**config.mk**
```make
export PLATFORM = sky130hd
export DESIGN_NAME = regbank_write_arbiter_flat
export DESIGN_NICKNAME = d
export VERILOG_FILES = /design/src/rtl/regbank_write_arbiter_if.sv /design/src/rtl/regbank_write_arbiter.sv /design/src/flat_wrapper.sv
export SDC_FILE = /design/constraint.sdc
export NUM_CORES = 1
export LEC_CHECK = 0
export BUFFER_PORTS_ARGS = -buffer_cell sky130_fd_sc_hd__buf_2
export CAP_MARGIN = 20
export CORE_MARGIN = 2
export CORE_UTILIZATION = 42
export CTS_CLUSTER_DIAMETER = 40
export DETAILED_ROUTE_END_ITERATION = 16
export HOLD_SLACK_MARGIN = 0.03
export PLACE_DENSITY = 0.79
export SYNTH_ARGS = -nofsm -noshare
export SYNTH_HDL_FRONTEND = slang
export SYNTH_SLANG_ARGS = --single-unit
export TNS_END_PERCENT = 100
```
**constraint.sdc**
```tcl
create_clock -name clk -period 1.9 [get_ports clk]
set_clock_uncertainty 0.15 [all_clocks]
set_input_delay 0.38 -clock clk [delete_from_list [all_inputs] [get_ports clk]]
set_output_delay 0.38 -clock clk [all_outputs]
set_load 0.05 [all_outputs]
```
**src/rtl/regbank_write_arbiter_if.sv**
```systemverilog
// Write-port bundle between the two writeback requesters, issue reservations
// and the register bank / scoreboard outputs of regbank_write_arbiter.
interface regbank_write_arbiter_if #(
    parameter int DATA_W = 32,
    parameter int ADDR_W = 5
);
    logic                 a_valid;
    logic                 a_ready;
    logic [ADDR_W-1:0]    a_reg;
    logic [DATA_W-1:0]    a_data;
    logic                 b_valid;
    logic                 b_ready;
    logic [ADDR_W-1:0]    b_reg;
    logic [DATA_W-1:0]    b_data;
    logic                 rsv_valid;
    logic [ADDR_W-1:0]    rsv_reg;
    logic                 RegWrite;
    logic [ADDR_W-1:0]    WriteRegister;
    logic [DATA_W-1:0]    WriteData;
    logic [2**ADDR_W-1:0] busy;

    modport master (
        output a_valid, a_reg, a_data, b_valid, b_reg, b_data, rsv_valid, rsv_reg,
        input  a_ready, b_ready, RegWrite, WriteRegister, WriteData, busy
    );

    modport slave (
        input  a_valid, a_reg, a_data, b_valid, b_reg, b_data, rsv_valid, rsv_reg,
        output a_ready, b_ready, RegWrite, WriteRegister, WriteData, busy
    );
endinterface

```
**src/rtl/regbank_write_arbiter.sv**
```systemverilog
// Round-robin arbiter sharing the register bank write port between the ALU (A)
// and load/multicycle (B) writeback paths, with a per-register busy scoreboard.
module regbank_write_arbiter #(
    parameter int DATA_W    = 32,
    parameter int ADDR_W    = 5,
    parameter int ZERO_DROP = 1
) (
    input logic                   clk,
    input logic                   rst,
    regbank_write_arbiter_if.slave bus
);
    localparam int NREG = 2**ADDR_W;

    typedef enum logic {GRANT_A, GRANT_B} grant_t;

    grant_t            lastGrant, lastGrantNext;
    logic              grantA, grantB, xfer, drop;
    logic [ADDR_W-1:0] xReg;
    logic [DATA_W-1:0] xData;
    logic [NREG-1:0]   busyNext;

    always_ff @(posedge clk) begin
        if (rst) begin
            lastGrant         <= GRANT_B;
            bus.RegWrite      <= 1'b0;
            bus.WriteRegister <= '0;
            bus.WriteData     <= '0;
            bus.busy          <= '0;
        end else begin
            lastGrant    <= lastGrantNext;
            bus.RegWrite <= xfer & ~drop;
            if (xfer && !drop) begin
                bus.WriteRegister <= xReg;
                bus.WriteData     <= xData;
            end
            bus.busy <= busyNext;
        end
    end

    always_comb begin
        grantA        = 1'b0;
        grantB        = 1'b0;
        lastGrantNext = lastGrant;
        if (!rst) begin
            grantA = bus.a_valid & (~bus.b_valid | (lastGrant == GRANT_B));
            grantB = bus.b_valid & (~bus.a_valid | (lastGrant == GRANT_A));
        end
        if (grantA)
            lastGrantNext = GRANT_A;
        else if (grantB)
            lastGrantNext = GRANT_B;

        xfer  = grantA | grantB;
        xReg  = grantA ? bus.a_reg  : bus.b_reg;
        xData = grantA ? bus.a_data : bus.b_data;
        drop  = (ZERO_DROP != 0) && (xReg == '0);

        bus.a_ready = grantA;
        bus.b_ready = grantB;

        // Clear before set so a same-cycle re-reservation of r stays outstanding.
        busyNext = bus.busy;
        if (xfer)
            busyNext[xReg] = 1'b0;
        if (bus.rsv_valid && bus.rsv_reg != '0)
            busyNext[bus.rsv_reg] = 1'b1;
        busyNext[0] = 1'b0;
    end
endmodule
```
**src/flat_wrapper.sv**
```systemverilog
// flat-port wrapper written by rule: the top's interface ports become plain ports
module regbank_write_arbiter_flat 
#(
    parameter int DATA_W    = 32,
    parameter int ADDR_W    = 5,
    parameter int ZERO_DROP = 1
)
  (clk, rst, bus_a_valid, bus_a_reg, bus_a_data, bus_b_valid, bus_b_reg, bus_b_data, bus_rsv_valid, bus_rsv_reg, bus_a_ready, bus_b_ready, bus_RegWrite, bus_WriteRegister, bus_WriteData, bus_busy);
  regbank_write_arbiter_if #(.DATA_W(DATA_W), .ADDR_W(ADDR_W)) bus_i ();
  input logic clk;
  input logic rst;
  input wire logic [$bits(bus_i.a_valid)-1:0] bus_a_valid;
  input wire logic [$bits(bus_i.a_reg)-1:0] bus_a_reg;
  input wire logic [$bits(bus_i.a_data)-1:0] bus_a_data;
  input wire logic [$bits(bus_i.b_valid)-1:0] bus_b_valid;
  input wire logic [$bits(bus_i.b_reg)-1:0] bus_b_reg;
  input wire logic [$bits(bus_i.b_data)-1:0] bus_b_data;
  input wire logic [$bits(bus_i.rsv_valid)-1:0] bus_rsv_valid;
  input wire logic [$bits(bus_i.rsv_reg)-1:0] bus_rsv_reg;
  output wire logic [$bits(bus_i.a_ready)-1:0] bus_a_ready;
  output wire logic [$bits(bus_i.b_ready)-1:0] bus_b_ready;
  output wire logic [$bits(bus_i.RegWrite)-1:0] bus_RegWrite;
  output wire logic [$bits(bus_i.WriteRegister)-1:0] bus_WriteRegister;
  output wire logic [$bits(bus_i.WriteData)-1:0] bus_WriteData;
  output wire logic [$bits(bus_i.busy)-1:0] bus_busy;
  assign bus_i.a_valid = bus_a_valid;
  assign bus_i.a_reg = bus_a_reg;
  assign bus_i.a_data = bus_a_data;
  assign bus_i.b_valid = bus_b_valid;
  assign bus_i.b_reg = bus_b_reg;
  assign bus_i.b_data = bus_b_data;
  assign bus_i.rsv_valid = bus_rsv_valid;
  assign bus_i.rsv_reg = bus_rsv_reg;
  assign bus_a_ready = bus_i.a_ready;
  assign bus_b_ready = bus_i.b_ready;
  assign bus_RegWrite = bus_i.RegWrite;
  assign bus_WriteRegister = bus_i.WriteRegister;
  assign bus_WriteData = bus_i.WriteData;
  assign bus_busy = bus_i.busy;
  regbank_write_arbiter #(.DATA_W(DATA_W), .ADDR_W(ADDR_W), .ZERO_DROP(ZERO_DROP)) u_core (.clk(clk), .rst(rst), .bus(bus_i));
endmodule
```
# Word-level counts from Yosys, hierarchy flattened
# Index checks and enable logic that the tools add are counted.
dict set report classes {
  n_reduce_logical 8
  n_bitwise 13
  order_cmp 4
  muxes 12
}
# operator n
set op_table {}
lappend op_table {{two-way mux 32 bit} 3}
lappend op_table {{bitwise AND 32 bit} 1}
lappend op_table {{NOT 32 bit} 1}
lappend op_table {{OR 32 bit} 1}
lappend op_table {{less-than comparator 5 x 6 -> 1 bit, second input constant} 2}
lappend op_table {{demux 1 bit (select 5 bit)} 2}
lappend op_table {{>= comparator 5 x 1 -> 1 bit, second input constant} 2}
lappend op_table {{two-way mux 1 bit} 6}
lappend op_table {{zero test 5 bit} 1}
lappend op_table {{two-way mux 5 bit} 1}
lappend op_table {{nonzero test 5 bit} 1}
lappend op_table {{logical AND 1 bit} 4}
lappend op_table {{NOT 1 bit} 4}
lappend op_table {{bitwise AND 1 bit} 3}
lappend op_table {{OR 1 bit} 3}
lappend op_table {{nonzero test 2 bit} 1}
lappend op_table {{zero test 1 bit} 1}
dict set report word_totals {
  output_inout_bits 72
  elab_cells 43
  ff_bits 71
}

# Logic depth before layout (Yosys ltp)
# Gate-level depths: netlist of the first run.
dict set report depth {
  word_depth 14
  depth_mapped 8
}

# Worst setup path after synthesis of the first run
# Ideal clock, no wire load.
dict set report synth_path {
  path_kind {input to register}
  start {input port bus_a_valid}
  end {register u_core.bus.WriteData[10]}
  cell_stages 8
  required_ps 1628
  path_slack_ps -227
  arrival_time_ps 1855
  cell_sequence {nor2b_2 > nand2_1 > inv_1 > a31oi_1 > o21ai_2 > inv_2 > buf_6 > mux2i_1}
}
dict set report synth_between {
  elab_chain_cells 6
  word_cells_on_any_way 12
  classes_between {4 x mux; 5 x bitwise; 3 x reduce/logical}
}
# element line
set synth_rtl {}
lappend synth_rtl {{start, declared} flat_wrapper.sv:12} ;# input wire logic [$bits(bus_i.a_valid)-1:0] bus_a_valid;
lappend synth_rtl {{bitwise AND 1 bit *} regbank_write_arbiter.sv:45} ;# grantA = bus.a_valid & (~bus.b_valid | (lastGrant == GRANT_B));
lappend synth_rtl {{two-way mux 1 bit *} regbank_write_arbiter.sv:44} ;# if (!rst) begin
lappend synth_rtl {{named net bus_a_ready} flat_wrapper.sv:20} ;# output wire logic [$bits(bus_i.a_ready)-1:0] bus_a_ready;
lappend synth_rtl {{two-way mux 5 bit} regbank_write_arbiter.sv:54} ;# xReg = grantA ? bus.a_reg : bus.b_reg;
lappend synth_rtl {{zero test 5 bit} regbank_write_arbiter.sv:56} ;# drop = (ZERO_DROP != 0) && (xReg == '0);
lappend synth_rtl {{zero test 1 bit} regbank_write_arbiter.sv:32} ;# if (xfer && !drop) begin
lappend synth_rtl {{logical AND 1 bit} regbank_write_arbiter.sv:32}
lappend synth_rtl {{end signal, assigned} regbank_write_arbiter.sv:34} ;# bus.WriteData <= xData;
lappend synth_rtl {{end, declared} regbank_write_arbiter_if.sv:29} ;# output a_ready, b_ready, RegWrite, WriteRegister, WriteData, busy
# Mark *: on every way through the listed nets, which the timed path passes. The rest lies on a longest branch.
# A chain may end at the register's enable or synchronous reset.

# Final worst setup path of the first run
dict set report layout_path {
  start {register u_core.lastGrant}
  end {register u_core.bus.busy[13]}
}
dict set report layout_between {
  elab_chain_cells 13
  word_cells_on_any_way 19
  classes_between {2 x order compare; 7 x mux; 9 x bitwise; 1 x reduce/logical}
}
# element line
set layout_rtl {}
lappend layout_rtl {{start, declared} regbank_write_arbiter.sv:16} ;# grant_t lastGrant, lastGrantNext;
lappend layout_rtl {{start signal, assigned} regbank_write_arbiter.sv:30} ;# lastGrant <= lastGrantNext;
lappend layout_rtl {{OR 1 bit} regbank_write_arbiter.sv:45}
lappend layout_rtl {{bitwise AND 1 bit} regbank_write_arbiter.sv:45}
lappend layout_rtl {{two-way mux 1 bit} regbank_write_arbiter.sv:44}
lappend layout_rtl {{two-way mux 5 bit} regbank_write_arbiter.sv:54}
lappend layout_rtl {{less-than comparator 5 x 6 -> 1 bit (not written as such) or >= comparator 5 x 1 -> 1 bit (tied branches)} regbank_write_arbiter.sv:64} ;# busyNext[xReg] = 1'b0;
lappend layout_rtl {{logical AND 1 bit (not written as such)} regbank_write_arbiter.sv:64}
lappend layout_rtl {{two-way mux 1 bit (not written as such)} regbank_write_arbiter.sv:64}
lappend layout_rtl {{demux 1 bit (select 5 bit)} --}
lappend layout_rtl {{NOT 32 bit (no source line)} --}
lappend layout_rtl {{bitwise AND 32 bit (no source line)} --}
lappend layout_rtl {{two-way mux 32 bit *} regbank_write_arbiter.sv:63} ;# if (xfer)
lappend layout_rtl {{OR 32 bit (no source line)} --}
lappend layout_rtl {{two-way mux 32 bit *} regbank_write_arbiter.sv:65} ;# if (bus.rsv_valid && bus.rsv_reg != '0)
lappend layout_rtl {{end signal, assigned} regbank_write_arbiter.sv:36} ;# bus.busy <= busyNext;
lappend layout_rtl {{end, declared} regbank_write_arbiter_if.sv:29}
# Mark *: on every way between the ends. The rest lies on a longest branch, timed or not.

==> results.json, run 1 <==
{
  "finalCritPeriodShare": 1.04,
  "avgViaCountPerCell": 5.31,
  "total_power_uw": 4000,
  "drt_iter0_drc": 126,
  "rows": 32,
  "gp_congestion": 0.918,
  "fin_cells": 648,
  "yosysTopAreaCell": "dfxtp_1",
  "violations": "setup timing",
  "worstHoldPathCells": 3,
  "rrSetupSlack_ps": -70,
  "yosysWarnings": 0,
  "max_clock_freq_mhz": 508,
  "final_common_cell": "buf_2",
  "antenna_left": 0,
  "grt_usage": 0.231,
  "synth_top_area_frac": 0.424,
  "clockRootBuffer": "clkbuf_8",
  "setup_ws_ps": -66.6,
  "cts_buffers": 9,
  "coreArea_um2": 7690,
  "dp.cells": 626,
  "finalSetupViolCount": 23,
  "die_area_um2": 8590,
  "synth_edf_count": 0,
  "fillers": 672,
  "worstSetupPathType": "register to register",
  "cts_hold_buffers": 0,
  "end_kind": "register",
  "num_antenna_cells": 0,
  "synth_seq_cells": 70,
  "async_flop_share": 0,
  "placed_cell_area_um2": 4430,
  "num_vias": 3444,
  "clk_pin_slew_ps": 80,
  "cts_tree": "built",
  "startpoint": "u_core.lastGrant",
  "min-delay-start": "bus_a_data[31]",
  "avgSynthCellArea_um2": 9.41,
  "fin_area_um2": 4920,
  "netlist_area_um2": 3300,
  "slew_headroom": 0.654,
  "dr.pass1.iters": 4,
  "syn_inst": 351,
  "drive_gt1_frac": 0.473,
  "critPathLaunchType": "register",
  "syn-num-nets": 435,
  "r2r_cells": 5,
  "hold_viol": 0,
  "grt_pass1_vias": 3278,
  "rsz0062_at_grt": "yes",
  "ios": 156,
  "synth-main-ff-cell": "dfxtp_1",
  "yosys-top-cells-area": "dfxtp_1 42%, mux2i_1 19%, nand2_1 6.9%, o211ai_1 5.5%, a32o_1 2.7%",
  "ir_drop_uv": 411,
  "worstSkewPairLatency_ps": 330,
  "drv_slew": 0,
  "crit_arrival_ps": 2040,
  "tightest_slew_ps": 517,
  "clock_path_buffers": 2,
  "ys_types": 46,
  "final_core_util": 0.640,
  "post-dp-hpwl_um": 7710,
  "hold_ws_ps": 166,
  "hold_path.class": "input pin to register",
  "hold_path_end": "u_core.bus.WriteData[31]",
  "dieWidth_um": 92.7,
  "p_per_area_nw_per_um2": 813,
  "worstPathRequired_ps": 1980,
  "cap_violations": 0,
  "drc": 0,
  "min_period_ps": 1970,
  "routedWlPerCell_um": 16.1,
  "routed_wl_um": 10400,
  "final_cell_mix": "152 x buf_2, 69 x dfxtp_1, 64 x mux2i_1, 58 x nand2_1, 39 x buf_4",
  "regArea_um2": 1400,
  "h-tree-depth": 3,
  "worstPathMaxFanout": 6,
  "final_nets": 626,
  "initial_core_util": 0.430,
  "grt_pass1_wl_um": 15900,
  "globalRouteOverflowTotal": 0,
  "status": "complete, but fails checks",
  "grt_max_degree": 40,
  "dieHeight_um": 92.7,
  "worst_r2r_endpoint": "u_core.bus.busy[13]",
  "p_leak_uw": 0.00248,
  "reg2reg_from": "u_core.lastGrant",
  "synthToLayoutAreaGrowth_pct": 48.9,
  "multi_input_area_um2": 1950,
  "antenna_found_initial": 0,
  "yosysSeqAreaShare": 0.424,
  "numPortBuffers": 154,
  "cts_sinks": 70
}
[Yosys cell counts, types with 4 or more instances]
cell       n
nand2b_1   6
clkbuf_1  15
nor2_1     6
o311ai_0   5
nand3_1    4
o211ai_1  24
a21oi_1    6
mux2i_1   64
nand2_1   61
o21ai_0   17
a32o_1     9
dfxtp_1   70
o21ai_1    4
[metrics by stage]
stage	worst slack [ps]	TNS, ps
finish	-66.6	-803
global route	-130	-3530
CTS	-85.5	-522
detailed placement	-418	-20640
global placement	-357	-18440
floorplan	-67.7	-1460
[worst max-delay path by stage]
stage / end / depth (start not counted)
after floorplan: u_core.bus.busy[13] / 6
after global placement: u_core.bus.WriteData[5] / 7
after detailed placement: u_core.bus.WriteData[18] / 7
after CTS: u_core.bus.busy[11] / 7
after global routing: u_core.bus.busy[3] / 6
final: u_core.bus.busy[13] / 5
[layout make-up]
class | count | share of cell area
inverters | 3 | 0.00839
repair inverters | 1 | 0.00178
multi-input cells | 256 | 0.397
repair buffers | 201 | 0.237
flip-flops and latches | 70 | 0.285
well taps | 102 | 0.0259
clock inverters | 5 | 0.0168
clock buffers | 10 | 0.0280
[critical path, stage by stage (launching register included)]
cell      delay (ps)
dfxtp_2          330
nand2b_4         170
and3_4           180
or4b_4           570
or2_0            230
a32o_1           230
[power by group]
part           total [µW]  switching [µW]  internal, µW
Clock                1340             564           773
Combinational        1050             687           363
Sequential           1610            46.7          1560
[flip-flops by register name, indices dropped and copies added (netlist names)]
name / flops
u_core.bus.WriteData: 32
u_core.lastGrant: 1
u_core.bus.RegWrite: 1
u_core.bus.busy: 31
u_core.bus.WriteRegister: 5
[cell families after synthesis]
| kind of cell | synth area share |
|---|---|
| AOI/OAI and AO/OA | 0.158 |
| buffers and inverters | 0.0371 |
| DFF | 0.424 |
| muxes | 0.201 |
| other | 0.00114 |
| and+or+nand+nor | 0.179 |
[timing repair]
action                                  CTS  global route
pin swaps                                 5            20
hold endpoints to repair                  0             0
endpoints found under the setup margin   58            65
setup buffers                             4             3
cloned                                    0             1
gates resized for setup                  25            32
[routing by layer]
layer | GRT usage | vias up | share of wire
met5 | 0 | - | 0
met4 | 0.0551 | 0 | 0.012
met3 | 0.0496 | 11 | 0.057
met2 | 0.406 | 110 | 0.51
met1 | 0.291 | 1661 | 0.42
li1 | - | 1662 | -
(Power assumes the default switching activity.)
==> run 2: changes to the inputs <==
CORE_ASPECT_RATIO = 1.4   (was unset)
==> run 2 against run 1 <==
The flow still finishes with violations (setup timing). Sequential share of layout area grew 0.32 points. Non-clock buffer count is 4 higher. Critical path depth increased by 3. Design area decreased by 1.1%. Critical path type unchanged. Largest power group unchanged. Highest routed layer unchanged.
==> results.json, run 2 (synthesis results as in run 1) <==
{
  "routedWlPerCell_um": 16.1,
  "avgViaCountPerCell": 5.40,
  "worstPathRequired_ps": 2000,
  "reg_top3": "u_core.bus.WriteData x32, u_core.bus.busy x31, u_core.bus.WriteRegister x5",
  "routed_wl_um": 10500,
  "violations": "setup timing",
  "ir_drop_uv": 666,
  "die_area_um2": 8600,
  "min_period_ps": 1980,
  "path_delay_family": "compound AO/OA/AOI/OAI gates",
  "total_power_uw": 3760,
  "largest_reg_flops": 32,
  "drv_slew": 0,
  "dieHeight_um": 109,
  "grt_pass1_vias": 3400,
  "initial_core_util": 0.429,
  "cts_tree": "built",
  "cts_buffers": 9,
  "hold_path.class": "input pin to register",
  "cp_common_cell": "buf_4",
  "drt_iter0_drc": 97,
  "grt_max_degree": 43,
  "fin_cells": 652,
  "num_antenna_cells": 0,
  "dp.cells": 622,
  "end_kind": "register",
  "post-dp-hpwl_um": 7440,
  "p_leak_uw": 0.00247,
  "max_clock_freq_mhz": 504,
  "finalCritPeriodShare": 1.04,
  "final_nets": 631,
  "drc": 0,
  "drive_gt1_frac": 0.464,
  "worstPathMaxFanout": 4,
  "grt_usage": 0.238,
  "largest-register": "u_core.bus.WriteData",
  "path_cells": "buf_4 -> nand2_2 -> a32o_2 -> buf_6 -> o211ai_1 -> buf_4 -> or2_2 -> a32o_1",
  "cts_sinks": 70,
  "worstSetupPathType": "register to register",
  "fillers": 682,
  "num_vias": 3522,
  "final_cell_mix": "152 x buf_2, 69 x dfxtp_1, 64 x mux2i_1, 58 x nand2_1, 45 x buf_4",
  "critPathLaunchType": "register",
  "path_buf_inv": 3,
  "cts_hold_buffers": 0,
  "clock_path_buffers": 2,
  "dr.pass1.iters": 5,
  "coreArea_um2": 7700,
  "numPortBuffers": 154,
  "tightest_slew_ps": 548,
  "p_per_area_nw_per_um2": 772,
  "cap_violations": 0,
  "synthToLayoutAreaGrowth_pct": 47.2,
  "globalRouteOverflowTotal": 0,
  "setup-tns-final_ps": -502,
  "setup_ws_ps": -84.0,
  "hold_viol": 0,
  "worstSkewPairLatency_ps": 360,
  "slew_headroom": 0.635,
  "final_common_cell": "buf_2",
  "rsz0062_at_grt": "yes",
  "grt_pass1_wl_um": 15800,
  "rows": 38,
  "ios": 156,
  "crit_path_max_incr_delay_ps": 330,
  "h-tree-depth": 3,
  "hold_ws_ps": 151,
  "gp_congestion": 0.863,
  "cpMaxStageDelayCell": "dfxtp_2",
  "clockRootBuffer": "clkbuf_8",
  "clk_pin_slew_ps": 80,
  "antenna_found_initial": 0,
  "status": "complete, but fails checks",
  "dieWidth_um": 79.0,
  "crit_arrival_ps": 2090,
  "regArea_um2": 1400,
  "multi_input_area_um2": 1910,
  "finalSetupViolCount": 14,
  "pre_cts_slack_ps": -370,
  "antenna_left": 0
}
## run 2: cell types whose count changed in the layout (fill, tap and decap cells not counted), sizes merged
cell,delta
bufinv,-2
buf,+4
clkinv,+2
clkinvlp,+1
clkbuf,+1
## run 2: through the flow
step            util  area (µm²)
3_5_place_dp   0.572        4410
4_1_cts        0.614        4730
2_1_floorplan      -        3340
5_1_grt        0.631        4860
3_3_place_gp   0.572        4410
6_report       0.631        4860
## run 2: worst paths after layout
kind | endpoint | from | cells past startpoint | slack (ps)
setup / recovery | u_core.bus.busy[7] | u_core.lastGrant | 8 | -80
setup reg to reg | u_core.bus.busy[7] | u_core.lastGrant | 8 | -80
hold reg to reg | u_core.bus.WriteRegister[0] | u_core.bus.WriteRegister[0] | 2 | 300
hold / removal | u_core.bus.WriteData[15] | bus_a_data[15] | 3 | 150
## run 2: report_power, final
part / switching [µW] / internal [µW] / total [µW]
clock: 579 / 509 / 1090
sequential: 48.2 / 1560 / 1610
combinational: 686 / 369 / 1050
## run 2: timing repair
action                                  4_1_cts  5_1_grt
setup buffers                                 8        4
cloned                                        2        1
endpoints found under the setup margin       62       69
resized for setup                            17       27
pin swaps                                     6       15
## run 2: tightest hold or removal path, stage by stage
cell,delay [ps]
buf_2,80
mux2i_1,50
mux2i_1,110
## run 2: area by class of cell
class | instances | area share
multi-input cells | 256 | 0.393
repair inverters | 2 | 0.00412
repair buffers | 205 | 0.244
clock inverters | 5 | 0.00720
inverters | 3 | 0.00849
clock buffers | 11 | 0.0291
flip-flops and latches | 70 | 0.288
well taps | 100 | 0.0257
## run 2: per-layer routing
metal  part of all wire  global-route usage  up-vias
li1                   -                   -     1676
met1               0.37               0.249     1653
met2               0.52               0.438      166
met5                  0                   0        -
met3              0.074              0.0546       27
met4              0.030               0.127        0
